$ cat config.mk
export PLATFORM = sky130hd
export DESIGN_NAME = pipe_hazard_ctrl
export DESIGN_NICKNAME = d
export VERILOG_FILES = /design/src/rtl/pipe_hazard_ctrl.sv
export SDC_FILE = /design/constraint.sdc
export NUM_CORES = 1
export LEC_CHECK = 0
export BUFFER_PORTS_ARGS = -buffer_cell sky130_fd_sc_hd__clkbuf_2
export CORE_ASPECT_RATIO = 0.6
export CORE_MARGIN = 2
export CORE_UTILIZATION = 40
export DETAILED_ROUTE_END_ITERATION = 6
export MAX_ROUTING_LAYER = met4
export PLACE_DENSITY = 0.76
export SLEW_MARGIN = 0
export SYNTH_ARGS = -nofsm -noshare
export SYNTH_HDL_FRONTEND = slang
export SYNTH_SLANG_ARGS = --single-unit
$ cat constraint.sdc
create_clock -name i_clk -period 4.7 [get_ports i_clk]
set_input_delay 0.47 -clock i_clk [delete_from_list [all_inputs] [get_ports i_clk]]
set_output_delay 0.47 -clock i_clk [all_outputs]
set_load 0.02 [all_outputs]
$ cat src/rtl/pipe_hazard_ctrl.sv
// Stall/flush/wait controller for the 5-stage pipeline: load-use stalls, taken-branch
// squash, multi-cycle data-memory waits with a watchdog that parks the core in HALT.
module pipe_hazard_ctrl #(
    parameter int unsigned STALL_MAX = 15,
    parameter int unsigned CNT_W     = 16
) (
    input  logic             i_clk,
    input  logic             i_rst,
    input  logic [4:0]       i_id_rs,
    input  logic [4:0]       i_id_rt,
    input  logic             i_id_use_rs,
    input  logic             i_id_use_rt,
    input  logic             i_ex_load,
    input  logic [4:0]       i_ex_wa,
    input  logic             i_br_taken,
    input  logic             i_mem_req,
    input  logic             i_mem_ack,
    output logic             o_pc_we,
    output logic             o_fi_id_pause,
    output logic             o_id_ex_pause,
    output logic             o_ex_mem_pause,
    output logic             o_mem_wb_pause,
    output logic             o_mem_err,
    output logic [1:0]       o_ctrl_state,
    output logic [CNT_W-1:0] o_stall_cycles
);

    typedef enum logic [1:0] {
        StRun     = 2'd0,
        StMemWait = 2'd1,
        StHalt    = 2'd2
    } state_e;

    localparam logic [7:0] WaitMax = 8'(STALL_MAX);

    state_e           r_state;
    state_e           w_state_nxt;
    logic [7:0]       r_wait_cnt;
    logic [7:0]       w_wait_cnt_nxt;
    logic             r_mem_err;
    logic             w_mem_err_nxt;
    logic [CNT_W-1:0] r_stall_cycles;

    logic w_rs_hit;
    logic w_rt_hit;
    logic w_load_use;

    // Branch/load-use response, shared by RUN and the ack cycle of MEM_WAIT
    logic w_hz_pc_we;
    logic w_hz_fi_id_pause;
    logic w_hz_id_ex_pause;

    logic w_pc_we;
    logic w_fi_id_pause;
    logic w_id_ex_pause;
    logic w_ex_mem_pause;
    logic w_mem_wb_pause;

    always_comb begin
        w_rs_hit   = i_id_use_rs && (i_id_rs == i_ex_wa);
        w_rt_hit   = i_id_use_rt && (i_id_rt == i_ex_wa);
        w_load_use = i_ex_load && (i_ex_wa != 5'd0) && (w_rs_hit || w_rt_hit);
    end

    // Branch beats load-use: the dependent instruction is squashed, so no stall is needed
    always_comb begin
        w_hz_pc_we       = 1'b1;
        w_hz_fi_id_pause = 1'b0;
        w_hz_id_ex_pause = 1'b0;
        if (i_br_taken) begin
            w_hz_fi_id_pause = 1'b1;
            w_hz_id_ex_pause = 1'b1;
        end else if (w_load_use) begin
            w_hz_pc_we       = 1'b0;
            w_hz_fi_id_pause = 1'b1;
        end
    end

    always_comb begin
        w_state_nxt    = r_state;
        w_wait_cnt_nxt = r_wait_cnt;
        w_mem_err_nxt  = r_mem_err;
        w_pc_we        = 1'b1;
        w_fi_id_pause  = 1'b0;
        w_id_ex_pause  = 1'b0;
        w_ex_mem_pause = 1'b0;
        w_mem_wb_pause = 1'b0;

        unique case (r_state)
            StRun: begin
                if (i_mem_req && !i_mem_ack) begin
                    w_pc_we        = 1'b0;
                    w_fi_id_pause  = 1'b1;
                    w_id_ex_pause  = 1'b1;
                    w_ex_mem_pause = 1'b1;
                    w_mem_wb_pause = 1'b1;
                    w_state_nxt    = StMemWait;
                    w_wait_cnt_nxt = 8'd1;
                end else begin
                    w_pc_we       = w_hz_pc_we;
                    w_fi_id_pause = w_hz_fi_id_pause;
                    w_id_ex_pause = w_hz_id_ex_pause;
                end
            end
            StMemWait: begin
                if (i_mem_ack) begin
                    w_pc_we        = w_hz_pc_we;
                    w_fi_id_pause  = w_hz_fi_id_pause;
                    w_id_ex_pause  = w_hz_id_ex_pause;
                    w_state_nxt    = StRun;
                    w_wait_cnt_nxt = 8'd0;
                end else begin
                    w_pc_we        = 1'b0;
                    w_fi_id_pause  = 1'b1;
                    w_id_ex_pause  = 1'b1;
                    w_ex_mem_pause = 1'b1;
                    w_mem_wb_pause = 1'b1;
                    if (r_wait_cnt < WaitMax) begin
                        w_wait_cnt_nxt = r_wait_cnt + 8'd1;
                    end else begin
                        w_state_nxt   = StHalt;
                        w_mem_err_nxt = 1'b1;
                    end
                end
            end
            StHalt: begin
                w_pc_we        = 1'b0;
                w_fi_id_pause  = 1'b1;
                w_id_ex_pause  = 1'b1;
                w_ex_mem_pause = 1'b1;
                w_mem_wb_pause = 1'b1;
                w_mem_err_nxt  = 1'b1;
            end
            default: begin
                w_state_nxt    = StRun;
                w_wait_cnt_nxt = 8'd0;
            end
        endcase

        // Reset forces the default output set so nothing is paused while it is held
        if (i_rst) begin
            w_pc_we        = 1'b1;
            w_fi_id_pause  = 1'b0;
            w_id_ex_pause  = 1'b0;
            w_ex_mem_pause = 1'b0;
            w_mem_wb_pause = 1'b0;
        end
    end

    always_ff @(posedge i_clk) begin
        if (i_rst) begin
            r_state        <= StRun;
            r_wait_cnt     <= 8'd0;
            r_mem_err      <= 1'b0;
            r_stall_cycles <= '0;
        end else begin
            r_state    <= w_state_nxt;
            r_wait_cnt <= w_wait_cnt_nxt;
            r_mem_err  <= w_mem_err_nxt;
            if (!w_pc_we && (r_stall_cycles != {CNT_W{1'b1}})) begin
                r_stall_cycles <= r_stall_cycles + CNT_W'(1);
            end
        end
    end

    always_comb begin
        o_pc_we        = w_pc_we;
        o_fi_id_pause  = w_fi_id_pause;
        o_id_ex_pause  = w_id_ex_pause;
        o_ex_mem_pause = w_ex_mem_pause;
        o_mem_wb_pause = w_mem_wb_pause;
        o_mem_err      = r_mem_err;
        o_ctrl_state   = i_rst ? 2'd0 : r_state;
        o_stall_cycles = r_stall_cycles;
    end

endmodule
# Yosys cells after proc, flatten, opt, wreduce, memory -nomap -nowiden

Cells that the tools add are included.

Register bits: 27
Input bits: 23
Output and inout bits: 24
Word-level logic and storage cells: 66

$add $sub $neg: 2
Order comparisons: 1
Equal/unequal tests: 10
Multiplexer cells: 33
Bitwise logic cells: 1
Reductions and logical operators: 15

Operator list:

| kind                                                        | number |
|---|---|
| 2-to-1 mux 8 bit                                            | 3 |
| case mux 8 bit (3 select lines)                             | 1 |
| 2-to-1 mux 1 bit                                            | 19 |
| adder 16 x 1 -> 16 bit (second input constant)              | 1 |
| != test 16 bit (second input constant)                      | 1 |
| case mux 1 bit (3 select lines)                             | 4 |
| equality test 5 bit                                         | 2 |
| AND reduction 3 bit                                         | 3 |
| adder 8 x 1 -> 8 bit (second input constant)                | 1 |
| less-than comparator 8 x 4 -> 1 bit (second input constant) | 1 |
| 2-to-1 mux 2 bit                                            | 4 |
| logical AND 1 bit                                           | 6 |
| != test 2 bit (second input constant)                       | 3 |
| != test 3 bit (second input constant)                       | 2 |
| case mux 2 bit (3 select lines)                             | 1 |
| nonzero test 5 bit                                          | 1 |
| equality test 2 x 1 -> 1 bit (second input constant)        | 1 |
| equality test 2 bit (second input constant)                 | 1 |
| zero test 1 bit                                             | 2 |
| zero test 2 bit                                             | 1 |
| case mux 1 bit (2 select lines)                             | 1 |
| nonzero test 2 bit                                          | 1 |
| logical OR 1 bit                                            | 1 |
| inverter 1 bit                                              | 1 |

# Logic depth before layout (Yosys ltp)

Word-level depth: 11
Mapped depth: 8
Mapped depth without buffers: 7

# Worst setup path after synthesis

Ideal clock, no wire load.

Path kind: input -> output
Start point: input port i_ex_wa[0]
End point: output port o_pc_we
Data arrival time: 1.713 ns
Data required time: 4.230 ns
Slack: 2.517 ns
Cell stages on the path: 3
Buffers on the path: 0
Path through: or4_1 > o2111a_1 > a21oi_1

Cells in the longest elaborated chain, start to end: 9
Elaborated cells on any way between the ends: 14
Those cells by class: eq/ne: 2; mux: 6; reduce/logical: 6

RTL lines:

| item                                          | line    | text |
|---|---|---|
| from (decl)                                   | 14      | `input logic [4:0] i_ex_wa,` |
| equality test 5 bit, on equally long branches | 60, 61  |  |
| logical AND 1 bit, on equally long branches   | 60, 61  |  |
| logical OR 1 bit                              | 62      | `w_load_use = i_ex_load && (i_ex_wa != 5'd0) && (w_rs_hit \|\| w_rt_hit);` |
| logical AND 1 bit (*)                         | 62      |  |
| 2-to-1 mux 1 bit (*)                          | 73      | `end else if (w_load_use) begin` |
| 2-to-1 mux 1 bit (*)                          | 70      | `if (i_br_taken) begin` |
| 2-to-1 mux 1 bit, on equally long branches    | 106, 91 |  |
| case mux 1 bit (3 select lines) (*)           | 89      | `unique case (r_state)` |
| 2-to-1 mux 1 bit (*)                          | 141     | `if (i_rst) begin` |
| to (decl)                                     | 18      | `output logic o_pc_we,` |

Mark *: on every way between the ends. The rest lies on a longest branch, timed or not.

# Final worst setup path

Same ends and word-level chain as after synthesis.

==> Flow_metrics.wiki <==
{| class="wikitable"
! Metric !! Value
|-
| Buffer depth of the longest clock path || 2
|-
| Detailed Route Iter0 Violations || 90
|-
| CTS root buf || sky130_fd_sc_hd__clkbuf_8
|-
| Final routed wirelength across all metal layers || 3340 um
|-
| Synth Instances || 175
|-
| Placed Cells incl. Taps || 261
|-
| Worst-case reg-to-reg path depth || 6
|-
| Largest net degree at the start of global routing || 29
|-
| Relative contribution of combinational cells to total power || 12.7%
|-
| Floorplan die area || 4300 um^2
|-
| Gr usage total || 16.6%
|-
| Count of max-cap constraint violations || 0
|-
| Post-layout worst setup margin || 2300 ps
|-
| Utilization after layout || 49.5%
|-
| Register area || 541 um^2
|-
| Relative contribution of sequential cells to total power || 55.9%
|-
| Most area-consuming cells after synthesis || sky130_fd_sc_hd__dfxtp_1 36%, sky130_fd_sc_hd__xnor2_1 6.4%, sky130_fd_sc_hd__a21oi_1 5.3%, sky130_fd_sc_hd__or3_2 3.5%, sky130_fd_sc_hd__nand2_1 3.2%
|-
| Latest clock arrival within the worst-skew pair || 270 ps
|-
| Slew at the pin closest to its max-slew limit || 606 ps
|-
| Largest driver fanout on the critical path || 3
|-
| Number of buffers inserted by hold repair at cts || 0
|-
| Cts bufs inserted || 3
|-
| Synth async-reset ratio || 0%
|-
| Initial core utilization || 41.5%
|-
| Chip height || 51.6 um
|-
| Share of post-route cells with drive strength above 1 || 30.7%
|-
| CTS tree || built
|-
| Most instantiated flip-flop cell in the synthesis netlist || sky130_fd_sc_hd__dfxtp_1
|-
| Routed length per instance || 12.6 um
|-
| Post-CTS setup buffer count || 0
|-
| Post-synth EDFFs || 0
|-
| Setup slack of the worst register-to-register path || 2570 ps
|-
| Maximum frequency from static timing analysis || 416 MHz
|-
| HPWL reported at the end of detailed placement || 2620 um
|-
| Antenna Nets Post-Route || 0
|-
| Post_cts resized || 0
|-
| Port-buffer cells || 46
|-
| Internal Power || 313 uW
|-
| Post-Layout Cell Count || 265
|-
| Net Sw Frac || 25.2%
|-
| Global-route wire length before repair || 5690 um
|-
| Ys Warns || 0
|-
| Number of antenna violations at the first check in global routing || 0
|-
| Number of failing hold endpoints at the final stage || 0
|-
| # setup viols final || 0
|-
| Setup TNS after final layout || 0 ps
|-
| Power dissipated by switching net loads || 105 uW
|-
| Worst setup EP type || output port
|-
| Post-detailed-route DRC marker count || 0
|-
| Overflow after GRT || 0
|-
| Sequential share of the synthesized area || 35.8%
|-
| Worst Clk Skew || 5.79 ps
|-
| Number of unique standard cell types used by synthesis || 47
|-
| Worst Path Class, Setup || in2out
|-
| Via density || 5.46
|-
| Avg Inst Size Synth || 8.63 um^2
|-
| Clock group share of total power || 31.3%
|-
| Hold path depth || 2
|-
| Total standard cell area after synthesis || 1510 um^2
|-
| CP Launch Point || i_ex_wa[0]
|-
| Final number of max-transition violations || 0
|-
| I/O pin total || 47
|-
| Terminus of the critical flop-to-flop path || o_stall_cycles[4]$_SDFFE_PP0P_
|-
| First drt pass iteration count || 4
|-
| Worst voltage drop across the vdd grid || 0.000124 V
|-
| Power consumption || 418 uW
|-
| Startpoint of the worst hold path || i_mem_ack
|-
| Clock slew at reported path FFs || 90 ps
|-
| Pre-CTS worst setup slack || 2180 ps
|-
| Launch instance of the worst register-to-register path || o_stall_cycles[2]$_SDFFE_PP0P_
|-
| Area delta synth->final || 19.3%
|-
| Hold Path Class || in2reg
|-
| Capturing instance or port of the critical path || o_pc_we
|-
| H-tree levels || 1
|-
| Horizontal die dimension || 83.3 um
|-
| RSZ-0062 raised after global routing || false
|-
| Required time worst endpoint || 4230 ps
|-
| Reported leakage power || 0.702 nW
|-
| Net total in the final layout || 244
|-
| TritonCTS Sinks || 27
|-
| Number of rows created at floorplan || 17
|-
| Pwr Density || 232 nW/um^2
|-
| Largest area contributor in the netlist || sky130_fd_sc_hd__dfxtp_1
|-
| Portion of the clock cycle consumed by the worst path in the final layout || 51.1%
|-
| RD Place Congestion || 0.784
|-
| Core Footprint || 3640 um^2
|-
| Clock period minus final worst setup slack || 2400 ps
|-
| WP data arrival || 1930 ps
|-
| Total of fill cells in the finished design || 370
|-
| Area share of the largest cell type after synthesis || 35.8%
|-
| Area used by multi-input combinational logic || 911 um^2
|-
| Number of flip-flops and latches in the synthesized netlist || 27
|-
| Startpoint Class || primary input
|-
| Via Count || 1446
|-
| Synthesized net count || 200
|-
| Headroom to the max-slew limit || 59.2%
|-
| Via count of the first global-routing pass || 1267
|-
| Result of the run || completed
|-
| Diodes inserted || 0
|}
cell usage after synthesis (3+ instances only):
cell type / instances
sky130_fd_sc_hd__nand3_1: 7
sky130_fd_sc_hd__xnor2_1: 11
sky130_fd_sc_hd__nand4_1: 5
sky130_fd_sc_hd__o31ai_1: 4
sky130_fd_sc_hd__xor2_1: 4
sky130_fd_sc_hd__o21ai_0: 8
sky130_fd_sc_hd__nand2_1: 13
sky130_fd_sc_hd__and2_1: 3
sky130_fd_sc_hd__dfxtp_1: 27
sky130_fd_sc_hd__nor2_1: 13
sky130_fd_sc_hd__inv_1: 4
sky130_fd_sc_hd__and4_1: 3
sky130_fd_sc_hd__nor2b_1: 3
sky130_fd_sc_hd__or4_1: 3
sky130_fd_sc_hd__or3_2: 7
sky130_fd_sc_hd__o21a_1: 3
sky130_fd_sc_hd__a21oi_1: 16
how the worst min path moves through the flow:
stage,to,slack (ps)
global route,r_state[0]$_SDFFE_PP0P_,420
finish,r_state[0]$_SDFFE_PP0P_,400
global placement,o_mem_err$_SDFFE_PP0P_,440
CTS,r_state[0]$_SDFFE_PP0P_,400
detailed placement,o_mem_err$_SDFFE_PP0P_,460
floorplan,r_wait_cnt[5]$_SDFFE_PP0P_,460
kinds of logic (layout without fill, tap and decap cells):
family,count (synthesis),count (layout),share of synthesized area (%)
DFF,27,27,35.8
buffers and inverters,11,54,3.89
AOI/OAI and AO/OA,48,48,22.0
and+or+nand+nor,70,70,26.7
xor gates and xnor gates,15,15,8.70
adders and majority gates,2,2,1.66
muxes,2,2,1.33
per-layer routing:
| layer | routed length [um] | global-route usage [%] |
|---|---|---|
| met3 | 259 | 4.44 |
| met5 | 0 | - |
| met1 | 1620 | 22.5 |
| met2 | 1430 | 25.0 |
| met4 | 31 | 3.83 |
power by group through the flow:
stage | Sequential [mW] | Combinational, mW | Clock (mW)
after CTS | 0.234 | 0.0539 | 0.138
final | 0.234 | 0.0533 | 0.131
after detailed placement | 0.239 | 0.0536 | 0
after floorplan | 0.239 | 0.0345 | 0
after global placement | 0.239 | 0.0525 | 0
after global routing | 0.235 | 0.0590 | 0.144
state kept, by name (all words and copies together), names as in the netlist:
register	count
o_mem_err	1
r_state	2
o_stall_cycles	16
r_wait_cnt	8
per-stage QoR:
| step | cell area, um^2 | hold slack [ps] |
|---|---|---|
| global placement | 1760 | 437 |
| finish | 1800 | 405 |
| CTS | 1800 | 401 |
| detailed placement | 1760 | 459 |
| global route | 1800 | 421 |
| floorplan | 1510 | 456 |
final cells by class:
cell class | instances | share of cell area (%)
well taps | 47 | 3.26
repair buffers | 46 | 12.8
clock inverters | 1 | 0.278
multi-input cells | 137 | 50.6
inverters | 4 | 0.833
flip-flops and latches | 27 | 30.0
clock buffers | 3 | 2.29
layout by cell type, fill, tap and decap left out, types with 2 or more instances in the layout:
cell / instances
sky130_fd_sc_hd__dfxtp_1: 27
sky130_fd_sc_hd__nor2b_1: 3
sky130_fd_sc_hd__inv_1: 4
sky130_fd_sc_hd__a31oi_1: 2
sky130_fd_sc_hd__nor2_1: 13
sky130_fd_sc_hd__clkbuf_8: 3
sky130_fd_sc_hd__or4_2: 2
sky130_fd_sc_hd__or3_2: 7
sky130_fd_sc_hd__xnor2_1: 11
sky130_fd_sc_hd__or4_1: 3
sky130_fd_sc_hd__and3_1: 2
sky130_fd_sc_hd__a21oi_1: 16
sky130_fd_sc_hd__nand4_1: 5
sky130_fd_sc_hd__nor4_1: 2
sky130_fd_sc_hd__o21ai_0: 8
sky130_fd_sc_hd__nand2_1: 13
sky130_fd_sc_hd__o41ai_1: 2
sky130_fd_sc_hd__mux2i_1: 2
sky130_fd_sc_hd__o21a_1: 3
sky130_fd_sc_hd__xor2_1: 4
sky130_fd_sc_hd__and4_1: 3
sky130_fd_sc_hd__ha_1: 2
sky130_fd_sc_hd__and2_1: 3
sky130_fd_sc_hd__a21oi_2: 2
sky130_fd_sc_hd__nand3_1: 7
sky130_fd_sc_hd__clkbuf_2: 46
sky130_fd_sc_hd__o31ai_1: 4
sky130_fd_sc_hd__and2b_1: 2
critical path, stage by stage:
cell                       delay [ps]
sky130_fd_sc_hd__clkbuf_2         110
sky130_fd_sc_hd__or4_1            550
sky130_fd_sc_hd__o2111a_1         280
sky130_fd_sc_hd__a21oi_1          290
sky130_fd_sc_hd__clkbuf_2         240
Note: power is estimated with default switching activity, not from simulation.
